==> config.mk <==
export PLATFORM = sky130hd
export DESIGN_NAME = reg_trace_buffer
export DESIGN_NICKNAME = d
export VERILOG_FILES = /design/src/rtl/elc3_trace_pkg.sv /design/src/rtl/trace_ram.sv /design/src/rtl/reg_trace_buffer.sv
export SDC_FILE = /design/constraint.sdc
export NUM_CORES = 1
export LEC_CHECK = 0
export CAP_MARGIN = 20
export CELL_PAD_IN_SITES_DETAIL_PLACEMENT = 0
export CELL_PAD_IN_SITES_GLOBAL_PLACEMENT = 1
export CORE_AREA = 2 2 156 158
export DETAILED_ROUTE_END_ITERATION = 7
export DIE_AREA = 0 0 158 160
export GPL_TIMING_DRIVEN = 0
export PLACE_DENSITY_LB_ADDON = 0.15
export SLEW_MARGIN = 30
export SYNTH_ARGS = -nofsm -noshare
export SYNTH_HDL_FRONTEND = slang
export SYNTH_SLANG_ARGS = --single-unit
export TNS_END_PERCENT = 30
==> constraint.sdc <==
create_clock -name Clk -period 11.1 [get_ports Clk]
set_clock_uncertainty 0.1 [all_clocks]
set_input_delay 1.11 -clock Clk [delete_from_list [all_inputs] [get_ports Clk]]
set_output_delay 1.11 -clock Clk [all_outputs]
set_load 0.005 [all_outputs]
==> src/rtl/elc3_trace_pkg.sv <==
// Shared types for the register-write trace buffer.
// The entry layout depends on module parameters, so each user declares it from these widths.
package elc3_trace_pkg;

  typedef enum logic [1:0] {
    ST_IDLE    = 2'd0,
    ST_ARMED   = 2'd1,
    ST_CAPTURE = 2'd2,
    ST_DONE    = 2'd3
  } trace_state_t;

  localparam int TRACE_DEF_WIDTH = 16;
  localparam int TRACE_DEF_AW    = 3;

  function automatic int entry_width(input int aw, input int width);
    return aw + width;
  endfunction

endpackage

==> src/rtl/trace_ram.sv <==
// Trace storage: one synchronous write port and one registered read port.
// The memory array is not reset; only the read register is cleared.
module trace_ram #(
  parameter int DEPTH   = 16,
  parameter int ENTRY_W = 19,
  parameter int PW      = 4
) (
  input  logic               clk,
  input  logic               rst,
  input  logic               we,
  input  logic [PW-1:0]      waddr,
  input  logic [ENTRY_W-1:0] wdata,
  input  logic               re,
  input  logic [PW-1:0]      raddr,
  output logic [ENTRY_W-1:0] rdata
);

  logic [ENTRY_W-1:0] mem [DEPTH];

  always_ff @(posedge clk) begin
    if (we) mem[waddr] <= wdata;
  end

  always_ff @(posedge clk or posedge rst) begin
    if (rst)     rdata <= '0;
    else if (re) rdata <= mem[raddr];
  end

endmodule

==> src/rtl/reg_trace_buffer.sv <==
// Captures register-file writes into a trace FIFO after an optional trigger write,
// then lets software pop the captured {addr, data} entries oldest first.
module reg_trace_buffer
  import elc3_trace_pkg::*;
#(
  parameter int WIDTH    = 16,
  parameter int NUM_REGS = 8,
  parameter int DEPTH    = 16,
  parameter int WRAP     = 0,
  localparam int AW      = $clog2(NUM_REGS),
  localparam int CW      = $clog2(DEPTH + 1)
) (
  input  logic             Clk,
  input  logic             Reset,
  input  logic             Arm,
  input  logic             Stop,
  input  logic             Trig_En,
  input  logic [AW-1:0]    Trig_Addr,
  input  logic             Wr_En,
  input  logic [AW-1:0]    Wr_Addr,
  input  logic [WIDTH-1:0] Wr_Data,
  input  logic             Rd_Req,
  output logic             Rd_Valid,
  output logic [AW-1:0]    Rd_Addr,
  output logic [WIDTH-1:0] Rd_Data,
  output logic [CW-1:0]    Count,
  output logic             Overflow,
  output logic [1:0]       State
);

  localparam int PW = $clog2(DEPTH);
  localparam int EW = entry_width(AW, WIDTH);
  localparam logic [CW-1:0] FULL_CNT = CW'(DEPTH);
  localparam logic [CW-1:0] LAST_CNT = CW'(DEPTH - 1);

  typedef struct packed {
    logic [AW-1:0]    addr;
    logic [WIDTH-1:0] data;
  } trace_entry_t;

  trace_state_t  state;
  logic [PW-1:0] wr_ptr, rd_ptr;
  logic [CW-1:0] count;
  logic          overflow;
  logic          rd_vld_p1;
  logic          full, capture, pop;
  trace_entry_t  wr_entry, rd_entry_p1;

  // Arm and Stop both suppress a coincident write; Arm also blocks a pop.
  always_comb begin
    full     = (count == FULL_CNT);
    capture  = Wr_En && !Arm && !Stop && (!full || (WRAP != 0)) &&
               ((state == ST_CAPTURE) || ((state == ST_ARMED) && (Wr_Addr == Trig_Addr)));
    pop      = Rd_Req && !Arm && (state == ST_DONE) && (count != '0);
    wr_entry = '{addr: Wr_Addr, data: Wr_Data};
  end

  always_ff @(posedge Clk or posedge Reset) begin
    if (Reset) begin
      state     <= ST_IDLE;
      wr_ptr    <= '0;
      rd_ptr    <= '0;
      count     <= '0;
      overflow  <= 1'b0;
      rd_vld_p1 <= 1'b0;
    end else begin
      rd_vld_p1 <= pop;
      if (Arm) begin
        state    <= Trig_En ? ST_ARMED : ST_CAPTURE;
        wr_ptr   <= '0;
        rd_ptr   <= '0;
        count    <= '0;
        overflow <= 1'b0;
      end else begin
        if (capture) begin
          wr_ptr <= wr_ptr + 1'b1;
          // A write into a full wrapping buffer displaces the oldest entry.
          if (full) begin
            rd_ptr   <= rd_ptr + 1'b1;
            overflow <= 1'b1;
          end else begin
            count <= count + 1'b1;
          end
        end
        if (pop) begin
          rd_ptr <= rd_ptr + 1'b1;
          count  <= count - 1'b1;
        end
        case (state)
          ST_ARMED: begin
            if (Stop)         state <= ST_DONE;
            else if (capture) state <= ST_CAPTURE;
          end
          ST_CAPTURE: begin
            if (Stop) state <= ST_DONE;
            else if (capture && (WRAP == 0) && (count == LAST_CNT)) state <= ST_DONE;
          end
          default: state <= state;
        endcase
      end
    end
  end

  // Read stage p1: RAM output register carries the popped entry.
  trace_ram #(
    .DEPTH  (DEPTH),
    .ENTRY_W(EW),
    .PW     (PW)
  ) u_ram (
    .clk  (Clk),
    .rst  (Reset),
    .we   (capture),
    .waddr(wr_ptr),
    .wdata(wr_entry),
    .re   (pop),
    .raddr(rd_ptr),
    .rdata(rd_entry_p1)
  );

  assign Rd_Valid = rd_vld_p1;
  assign Rd_Addr  = rd_entry_p1.addr;
  assign Rd_Data  = rd_entry_p1.data;
  assign Count    = count;
  assign Overflow = overflow;
  assign State    = state;

endmodule
==> results.sh, run 1 <==
export IMPL_cts_max_level=2
export IMPL_crit_chain="clkdlybuf4s50_1, xor2_1, o41ai_1, and2_1, buf_6, nand3_1, nor2_4, buf_16"
export IMPL_p_int_mw=2.160
export IMPL_power_density_nw_per_um2=170.3
export IMPL_cts_resized=0
export IMPL_path_class="in -> reg"
export IMPL_fp_row_count=57
export IMPL_root_buffer="clkbuf_16"
export IMPL_overflow=0
export IMPL_io_pins=57
export IMPL_netlist_area_sq_um=13320
export IMPL_worstPathMaxFanout=17
export IMPL_cts_setup_buffers=0
export IMPL_p_leak_nw=5.126
export IMPL_cpMaxStageDelayCell="clkdlybuf4s50_1"
export IMPL_fin_setup_tns_ps=0
export IMPL_ys_types=41
export IMPL_hold_path_cell_count=2
export IMPL_wl_per_cell_um=26.56
export IMPL_cts_tree="done"
export IMPL_layout_common_cells="304 x edfxtp_1, 77 x mux4_2, 56 x clkdlybuf4s50_1"
export IMPL_start_util_pct=55.91
export IMPL_vias=6691
export IMPL_combPwrFrac_pct=4.4
export IMPL_switching_share_pct=19.50
export IMPL_crit_path_start_kind="primary input"
export IMPL_critPathLaunch="Wr_Addr[2]"
export IMPL_synth_net_count=677
export IMPL_syn_inst=639
export IMPL_cp_buffers_inverters=3
export IMPL_antenna_found_initial=0
export IMPL_worst_pin_slew_ps=906.6
export IMPL_grt_pass1_vias=6960
export IMPL_syn_mean_instance_area_sq_um=20.84
export IMPL_grt_pass1_wl_um=43700
export IMPL_synth_top_area_cell="edfxtp_1"
export IMPL_path_delay_family="buffers and inverters"
export IMPL_ant_nets=0
export IMPL_drc=0
export IMPL_fillers=1587
export IMPL_cts_hold_buffers_added=0
export IMPL_yosysTopAreaCellShare_pct=68.54
export IMPL_drive_gt1_share_pct=25.89
export IMPL_outcome="completed"
export IMPL_firstDrtPassIters=5
export IMPL_p_switching_mw=0.5232
export IMPL_r2r_end="u_ram.mem[13][0]"
export IMPL_synthArstFlopShare_pct=10.59
export IMPL_synth_warnings=0
export IMPL_synth_area_top_cells="edfxtp_1 69%, mux4_2 13%, dfrtp_1 6.8%"
export IMPL_hold_viol=0
export IMPL_slowest_delay_ps=870
export IMPL_gp_congestion=0.7253
export IMPL_dp_hpwl_um=18920
export IMPL_worstPathRequired_ps=11210
export IMPL_final_max_slew_violation_count=0
export IMPL_arrival_ps=4150
export IMPL_core_area_sq_um=23820
export IMPL_multiInputGateArea_sq_um=3097
export IMPL_ir_worst_vdd_mv=0.1651
export IMPL_yosys_register_bits=340
export IMPL_fin_crit_ps=4037
export IMPL_ys_seq_area_share_pct=75.30
export IMPL_finish_instance_area_sq_um=15760
export IMPL_cap_viol_max_count=0
export IMPL_io_buffers=56
export IMPL_critPathCaptureType="flop"
export IMPL_max_slew_margin_pct=39.56
export IMPL_path_clk_slew_ps=60
export IMPL_die_h_um=160
export IMPL_placement_cell_area_sq_um=14650
export IMPL_regArea_sq_um=10030
export IMPL_grt_total_usage_pct=24.48
export IMPL_rsz0062_at_grt="false"
export IMPL_synth_edf_count=304
export IMPL_holdPathEnd="u_ram.rdata[2]"
export IMPL_die_area_sq_um=25280
export IMPL_cts_buffer_depth=3
export IMPL_hp_class="reg -> reg"
export IMPL_cts_sinks=340
export IMPL_cts_made_buffers=35
export IMPL_rr_worst_depth=7
export IMPL_grt_max_degree=37
export IMPL_clockPowerShare_pct=42.2
export IMPL_routed_wl_um=29430
export IMPL_via_per_inst=6.039
export IMPL_diodes=0
export IMPL_mostFrequentLayoutCell="edfxtp_1"
export IMPL_drtIter0Drc=859
export IMPL_reg2reg_from="Count[1]"
export IMPL_reg2reg_slack_ps=8160
export IMPL_fp_dieW_um=158
export IMPL_min_from="u_ram.rdata[2]"
export IMPL_fin_nets=798
export IMPL_fmax_ghz=0.2477
export IMPL_finalCritPeriodShare_pct=36.37
export IMPL_power_frac_seq_pct=53.4
export IMPL_final_setup_viol_count=0
export IMPL_clock_latency_ps=500
export IMPL_area_growth_pct=18.31
export IMPL_synthFlopType="edfxtp_1"
[worst min-delay path, cell delays in order, from the launching register on]
cell,delay (ps)
dfrtp_1,350
nand2_1,50
o221ai_1,60
[final cells by class]
cell class / count / share of cell area, %
Timing Repair Buffer: 84 / 5.431
Multi-Input combinational cell: 252 / 19.65
Buffer: 35 / 1.350
Sequential cell: 340 / 63.65
Tap cell: 324 / 2.573
Inverter: 12 / 0.3017
Clock buffer: 44 / 6.106
Clock inverter: 17 / 0.9370
[power by group through the flow]
stage | registers [mW] | logic (mW) | clock network [mW]
after global routing | 1.43 | 0.129 | 1.20
after global placement | 1.46 | 0.113 | 0
after CTS | 1.43 | 0.120 | 1.15
final | 1.43 | 0.118 | 1.13
after floorplan | 1.46 | 0.0389 | 0
after detailed placement | 1.46 | 0.118 | 0
[kinds of logic (layout without fill, tap and decap cells)]
| group | after synthesis | in the layout | share of synthesized area [%] |
|---|---|---|---|
| muxes | 114 | 114 | 15.80 |
| xor gates and xnor gates | 10 | 10 | 0.6576 |
| AOI/OAI and AO/OA | 41 | 41 | 2.377 |
| DFF | 340 | 340 | 75.30 |
| and+or+nand+nor | 78 | 78 | 3.025 |
| buffers and inverters | 47 | 192 | 1.935 |
| adders and majority gates | 9 | 9 | 0.9019 |
[cell usage after synthesis, types with 2 or more instances]
library cell	n
dfrtp_1	36
xor2_1	5
o221ai_1	18
buf_6	3
a211oi_1	2
nand2b_1	3
nor4_1	7
buf_4	9
edfxtp_1	304
ha_1	8
nor2_1	11
a21o_2	2
buf_2	16
o31ai_1	2
mux4_2	77
o21ai_0	7
nand4_1	2
nand2_1	26
a21oi_1	5
inv_1	12
nor2b_1	5
mux2i_1	37
nand3_1	5
and2_1	5
xnor2_1	5
nor3_1	4
clkbuf_1	6
and3_1	4
[metal layers]
layer | up-vias | GRT usage, % | wire (um)
li1 | 2867 | - | -
met1 | 3489 | 35.42 | 12260
met2 | 281 | 38.70 | 14300
met3 | 54 | 4.152 | 2006
met4 | 0 | 8.149 | 867
met5 | - | 0 | 0
[per-stage QoR]
| step | setup WS [ps] | hold slack [ps] | power [mW] | std cells | utilization (%) |
|---|---|---|---|---|---|
| floorplan | 6684 | 369.8 | 1.495 | 639 | - |
| global placement | 3013 | 380.7 | 1.571 | 1019 | 59.97 |
| detailed placement | 6516 | 387.6 | 1.576 | 1047 | 61.49 |
| CTS | 7037 | 403.3 | 2.699 | 1108 | 66.15 |
| global route | 6849 | 422.5 | 2.763 | 1108 | 66.15 |
| finish | 7063 | 401.3 | 2.683 | 1108 | 66.15 |
[sequential cells by signal (all words and copies together), names as in the netlist]
signal	cells
Count	5
State	2
rd_ptr	4
Rd_Valid	1
Overflow	1
wr_ptr	4
u_ram.mem	304
u_ram.rdata	19
[worst max-delay path by stage]
| stage | slack (ps) | end | depth (start not counted) |
|---|---|---|---|
| 5_1_grt | 6850 | u_ram.mem[3][9] | 8 |
| 3_3_place_gp | 3010 | u_ram.mem[2][0] | 6 |
| 4_1_cts | 7040 | u_ram.mem[13][4] | 8 |
| 3_5_place_dp | 6520 | u_ram.mem[12][0] | 8 |
| 6_report | 7060 | u_ram.mem[13][0] | 8 |
| 2_1_floorplan | 6680 | u_ram.mem[1][0] | 5 |
(Power assumes the default switching activity.)
==> run 2: changes to the inputs <==
--- a/config.mk
+++ b/config.mk
@@ -8,9 +8,9 @@
 export CAP_MARGIN = 20
 export CELL_PAD_IN_SITES_DETAIL_PLACEMENT = 0
 export CELL_PAD_IN_SITES_GLOBAL_PLACEMENT = 1
-export CORE_AREA = 2 2 156 158
+export CORE_AREA = 2 2 170 172
 export DETAILED_ROUTE_END_ITERATION = 7
-export DIE_AREA = 0 0 158 160
+export DIE_AREA = 0 0 172 174
 export GPL_TIMING_DRIVEN = 0
 export PLACE_DENSITY_LB_ADDON = 0.15
 export SLEW_MARGIN = 30
==> constraint.sdc (replaced) <==
create_clock -name Clk -period 3.57 [get_ports Clk]
set_clock_uncertainty 0.1 [all_clocks]
set_input_delay 0.357 -clock Clk [delete_from_list [all_inputs] [get_ports Clk]]
set_output_delay 0.357 -clock Clk [all_outputs]
set_load 0.005 [all_outputs]
==> run 2 against run 1 <==
  * Worst hold slack worse by 210 ps
  * Sequential share of layout area down 0.081 points
  * Sequential power grew to 3.1 times the previous value
  * Clock power grew to 3.1 times the previous value
  * Utilization decreased by 10 points
  * Via count down 1.4%
  * Sequential cell count stayed put
  * Routed wire length increased by 3.0%
  * Register-to-register slack lost 7700 ps
  * Critical path type unchanged
  * Largest cell class unchanged
  * Largest power group unchanged
==> results.sh, run 2 (synthesized netlist as in run 1, its figures left out) <==
export IMPL_outcome="completed"
export IMPL_mostFrequentLayoutCell="edfxtp_1"
export IMPL_power_density_nw_per_um2=529.1
export IMPL_power_frac_seq_pct=53.4
export IMPL_finish_instance_area_sq_um=15780
export IMPL_cts_resized=0
export IMPL_cts_setup_buffers=0
export IMPL_grt_pass1_wl_um=44840
export IMPL_fp_row_count=62
export IMPL_rsz0062_at_grt="false"
export IMPL_via_per_inst=5.655
export IMPL_rr_worst_depth=8
export IMPL_final_max_slew_violation_count=0
export IMPL_ant_nets=0
export IMPL_critPathCaptureType="flop"
export IMPL_die_h_um=174
export IMPL_ir_worst_vdd_mv=0.4747
export IMPL_path_clk_slew_ps=60
export IMPL_firstDrtPassIters=5
export IMPL_drive_gt1_share_pct=26.44
export IMPL_overflow=0
export IMPL_area_growth_pct=18.46
export IMPL_worst_pin_slew_ps=890.2
export IMPL_worstPathMaxFanout=17
export IMPL_cts_made_buffers=36
export IMPL_fin_cells=1167
export IMPL_die_area_sq_um=29930
export IMPL_cts_max_level=2
export IMPL_hp_class="in -> async"
export IMPL_clockPowerShare_pct=42.3
export IMPL_placement_cell_area_sq_um=14650
export IMPL_drtIter0Drc=626
export IMPL_fillers=2176
export IMPL_routed_wl_um=30330
export IMPL_cts_tree="done"
export IMPL_final_setup_viol_count=0
export IMPL_start_util_pct=47.17
export IMPL_switching_share_pct=19.75
export IMPL_r2r_end="u_ram.mem[2][9]"
export IMPL_reg2reg_slack_ps=450
export IMPL_grt_total_usage_pct=21.15
export IMPL_io_buffers=56
export IMPL_fp_dieW_um=172
export IMPL_core_area_sq_um=28240
export IMPL_p_leak_nw=5.125
export IMPL_reg2reg_from="State[1]"
export IMPL_whs_ps=189.9
export IMPL_slowest_delay_ps=830
export IMPL_max_slew_margin_pct=40.65
export IMPL_p_switching_mw=1.649
export IMPL_path_delay_family="buffers and inverters"
export IMPL_antenna_found_initial=0
export IMPL_gp_congestion=0.7731
export IMPL_fin_nets=795
export IMPL_wl_per_cell_um=25.99
export IMPL_fin_crit_ps=3290
export IMPL_io_pins=57
export IMPL_grt_pass1_vias=7005
export IMPL_drc=0
export IMPL_dp_cells=1103
export IMPL_vias=6599
export IMPL_crit_path_start_kind="primary input"
export IMPL_clock_latency_ps=510
export IMPL_root_buffer="clkbuf_16"
export IMPL_regMostFlops="u_ram.mem"
export IMPL_cpMaxStageDelayCell="clkdlybuf4s50_1"
export IMPL_hold_viol=0
export IMPL_dp_hpwl_um=18810
export IMPL_crit_chain="clkdlybuf4s50_1, xor2_1, o41ai_1, nand2_1, buf_2, nor4_2, buf_4, buf_2, buf_2"
export IMPL_largest_reg_flops=304
export IMPL_fmax_ghz=0.3039
export IMPL_cts_hold_buffers_added=0
export IMPL_layout_common_cells="304 x edfxtp_1, 77 x mux4_2, 54 x clkdlybuf4s50_1"
export IMPL_finalCritPeriodShare_pct=92.16
export IMPL_crit_path_frequent_cell="buf_2"
export IMPL_arrival_ps=3390
export IMPL_p_int_mw=6.699
export IMPL_worstPathRequired_ps=3670
export IMPL_grt_max_degree=37
export IMPL_cts_buffer_depth=3
export IMPL_cp_buffers_inverters=5
export IMPL_path_class="in -> reg"
export IMPL_cts_sinks=340
export IMPL_cap_viol_max_count=0
export IMPL_combPwrFrac_pct=4.3
export IMPL_diodes=0
[run 2: changes by cell type in the layout (fill, tap and decap cells not counted), sizes merged]
cell	delta
clkdlybuf4s50	-2
clkbuf	+8
dlymetal6s2s	+2
bufinv	-2
buf	-4
clkinv	-3
[run 2: through the flow]
stage	total power, mW	setup slack (ps)	utilization (%)	TNS [ps]
after global placement	4.889	-4015	50.86	-451890
after global routing	8.619	108.0	55.88	0
final	8.348	279.9	55.88	0
after CTS	8.415	63.78	55.86	0
after floorplan	4.648	-127.3	-	-9666
after detailed placement	4.907	-438.5	51.87	-28770
[run 2: worst max path at each step]
stage          startpoint         endpoint  slack (ps)  cells past startpoint
2_1_floorplan    Count[1]  u_ram.mem[1][0]        -130                      5
3_3_place_gp   Wr_Addr[2]  u_ram.mem[3][4]       -4010                      6
3_5_place_dp   Wr_Addr[2]  u_ram.mem[2][4]        -440                      9
4_1_cts        Wr_Addr[2]  u_ram.mem[3][9]          60                      9
5_1_grt        Wr_Addr[1]  u_ram.mem[2][9]         110                      9
6_report       Wr_Addr[1]  u_ram.mem[2][9]         280                      9
[run 2: cell type report]
class,count,area (sq um),share of cell area [%]
Sequential cell,340,10030,63.57
Tap cell,384,480.5,3.045
Buffer,35,212.7,1.348
Timing Repair Buffer,80,785.8,4.980
Clock inverter,12,82.58,0.5234
Multi-Input combinational cell,252,3097,19.63
Clock buffer,52,1042,6.606
Inverter,12,47.55,0.3013
[run 2: worst reg2reg max path, stage by stage, from the launching register on]
cell and delay, ps:
dfrtp_1 440, nand2b_1 200, o41ai_1 410, nand2_1 250, buf_2 260, nor4_2 460
buf_4 270, buf_2 210, buf_2 220
[run 2: per-layer routing]
metal | vias up | track usage (%) | routed length (um)
met4 | 0 | 6.057 | 684
met5 | - | 0 | 0
li1 | 2867 | - | -
met2 | 194 | 34.66 | 14970
met3 | 47 | 2.755 | 1497
met1 | 3491 | 30.12 | 13180
[run 2: power groups by stage]
stage,Clock [mW],Combinational [mW],Sequential (mW)
6_report,3.53,0.363,4.46
5_1_grt,3.76,0.401,4.46
4_1_cts,3.59,0.370,4.46
3_5_place_dp,0,0.368,4.54
3_3_place_gp,0,0.353,4.54
2_1_floorplan,0,0.121,4.53
==> run 3: changes to the inputs <==
--- a/config.mk
+++ b/config.mk
@@ -12,7 +12,7 @@
 export DETAILED_ROUTE_END_ITERATION = 7
 export DIE_AREA = 0 0 172 174
 export GPL_TIMING_DRIVEN = 0
-export PLACE_DENSITY_LB_ADDON = 0.15
+export PLACE_DENSITY_LB_ADDON = 0.1
 export SLEW_MARGIN = 30
 export SYNTH_ARGS = -nofsm -noshare
 export SYNTH_HDL_FRONTEND = slang
==> run 3 against run 2 <==
  * Combinational power barely moved
  * Highest routed layer is now met5
  * Non-clock buffer count grew 2
  * Largest cell class unchanged
  * Utilization about the same
  * Cell count grew 0.17%
==> results.sh, run 3 (synthesized netlist as in run 1, its figures left out) <==
export IMPL_outcome="completed"
export IMPL_worst_pin_slew_ps=883.2
export IMPL_gp_congestion=0.7188
export IMPL_dp_hpwl_um=19280
export IMPL_grt_total_usage_pct=21.44
export IMPL_cts_buffer_depth=3
export IMPL_max_slew_margin_pct=41.12
export IMPL_drtIter0Drc=515
export IMPL_area_growth_pct=18.44
export IMPL_ir_worst_vdd_mv=0.3527
export IMPL_overflow=0
export IMPL_io_pins=57
export IMPL_layout_common_cells="304 x edfxtp_1, 77 x mux4_2, 54 x clkdlybuf4s50_1"
export IMPL_fp_row_count=62
export IMPL_worstPathRequired_ps=3670
export IMPL_clock_latency_ps=510
export IMPL_antenna_found_initial=2
export IMPL_regMostFlops="u_ram.mem"
export IMPL_diodes=0
export IMPL_path_class="in -> reg"
export IMPL_firstDrtPassIters=6
export IMPL_fin_crit_ps=3363
export IMPL_crit_path_start_kind="primary input"
export IMPL_root_buffer="clkbuf_16"
export IMPL_final_setup_viol_count=0
export IMPL_drive_gt1_share_pct=26.37
export IMPL_start_util_pct=47.17
export IMPL_fin_nets=796
export IMPL_core_area_sq_um=28240
export IMPL_crit_path_frequent_cell="buf_2"
export IMPL_wl_per_cell_um=26.47
export IMPL_cts_sinks=340
export IMPL_routed_wl_um=30950
export IMPL_fp_dieW_um=172
export IMPL_cts_max_level=2
export IMPL_final_max_slew_violation_count=0
export IMPL_reg2reg_from="State[1]"
export IMPL_final_core_util_pct=55.87
export IMPL_slowest_delay_ps=850
export IMPL_crit_chain="clkdlybuf4s50_1, xor2_1, o41ai_1, nand2_1, buf_2, nor4_2, buf_2, buf_2"
export IMPL_die_h_um=174
export IMPL_worstPathMaxFanout=17
export IMPL_ant_nets=0
export IMPL_whs_ps=177.9
export IMPL_path_clk_slew_ps=60
export IMPL_cts_setup_buffers=0
export IMPL_hold_viol=0
export IMPL_grt_pass1_vias=6908
export IMPL_mostFrequentLayoutCell="edfxtp_1"
export IMPL_critPathLaunch="Wr_Addr[1]"
export IMPL_io_buffers=56
export IMPL_grt_max_degree=37
export IMPL_power_density_nw_per_um2=524.0
export IMPL_die_area_sq_um=29930
export IMPL_drc=0
export IMPL_cts_hold_buffers_added=0
export IMPL_cts_made_buffers=35
export IMPL_arrival_ps=3460
export IMPL_hp_class="in -> async"
export IMPL_fillers=2206
export IMPL_largest_reg_flops=304
export IMPL_p_leak_nw=5.119
export IMPL_cpMaxStageDelayCell="clkdlybuf4s50_1"
export IMPL_critPathCaptureType="flop"
export IMPL_cap_viol_max_count=0
export IMPL_vias=6694
export IMPL_cts_tree="done"
export IMPL_via_per_inst=5.726
export IMPL_finalCritPeriodShare_pct=94.20
export IMPL_fmax_ghz=0.2974
export IMPL_rsz0062_at_grt="false"
export IMPL_grt_pass1_wl_um=45400
[run 3: changes by cell type in the layout (fill, tap and decap cells not counted), sizes merged]
cell	previous run	this run
buf	52	54
clkbuf	58	54
clkinvlp	0	1
inv	12	14
clkinv	11	12
[run 3: area by class of cell]
type / count / area, sq um / share of cell area [%]
clock buffers: 48 / 965.9 / 6.123
inverters: 12 / 47.55 / 0.3014
flip-flops and latches: 340 / 10030 / 63.58
repair buffers: 82 / 813.3 / 5.155
multi-input cells: 252 / 3097 / 19.63
plain buffers: 35 / 214.0 / 1.356
clock inverters: 16 / 127.6 / 0.8090
well taps: 384 / 480.5 / 3.046
[run 3: what timing repair did]
item,CTS,global route
gates resized for setup,0,2
hold endpoints to repair,0,0
setup endpoints to repair,0,18
[run 3: per-stage QoR]
step	std cells	power (mW)	TNS [ps]	cell area, sq um	worst slack (ps)
global route	1169	8.548	0	15780	63.40
global placement	1079	4.890	-511600	14360	-4313
detailed placement	1105	4.905	-77750	14680	-520.8
CTS	1169	8.353	0	15770	1.745
floorplan	639	4.648	-9666	13320	-127.3
finish	1169	8.266	0	15780	207.1
[run 3: per-layer routing]
metal	GRT usage [%]	vias up	share of wire (%)
li1	-	2875	-
met1	30.43	3549	43
met2	34.55	202	49
met3	3.643	64	5.2
met4	6.232	4	2.7
met5	0	-	0.087
[run 3: power by group]
group	leakage [nW]	switching (mW)	total [mW]	internal, mW
Combinational	1.37	0.164	0.363	0.199
Sequential	3.22	0.0505	4.45	4.40
Clock	0.535	1.46	3.45	1.99
Total	5.12	1.68	8.27	6.59
[run 3: worst paths after layout]
check | to | slack [ps] | cells after the start
min in group Clk | u_ram.mem[0][16] | 310 | 1
worst min register to register | u_ram.rdata[13] | 380 | 2
worst max-delay path | u_ram.mem[1][9] | 210 | 8
worst max register to register | u_ram.mem[1][9] | 420 | 7
worst min-delay path | Overflow | 180 | 2
max in group asynchronous | u_ram.rdata[10] | 2780 | 2
[run 3: worst max-delay path, delay by kind of cell]
kind,cells,cell delay (ps)
simple gates,2,760
compound gates,1,450
xor+xnor,1,160
buf+inv,4,1730
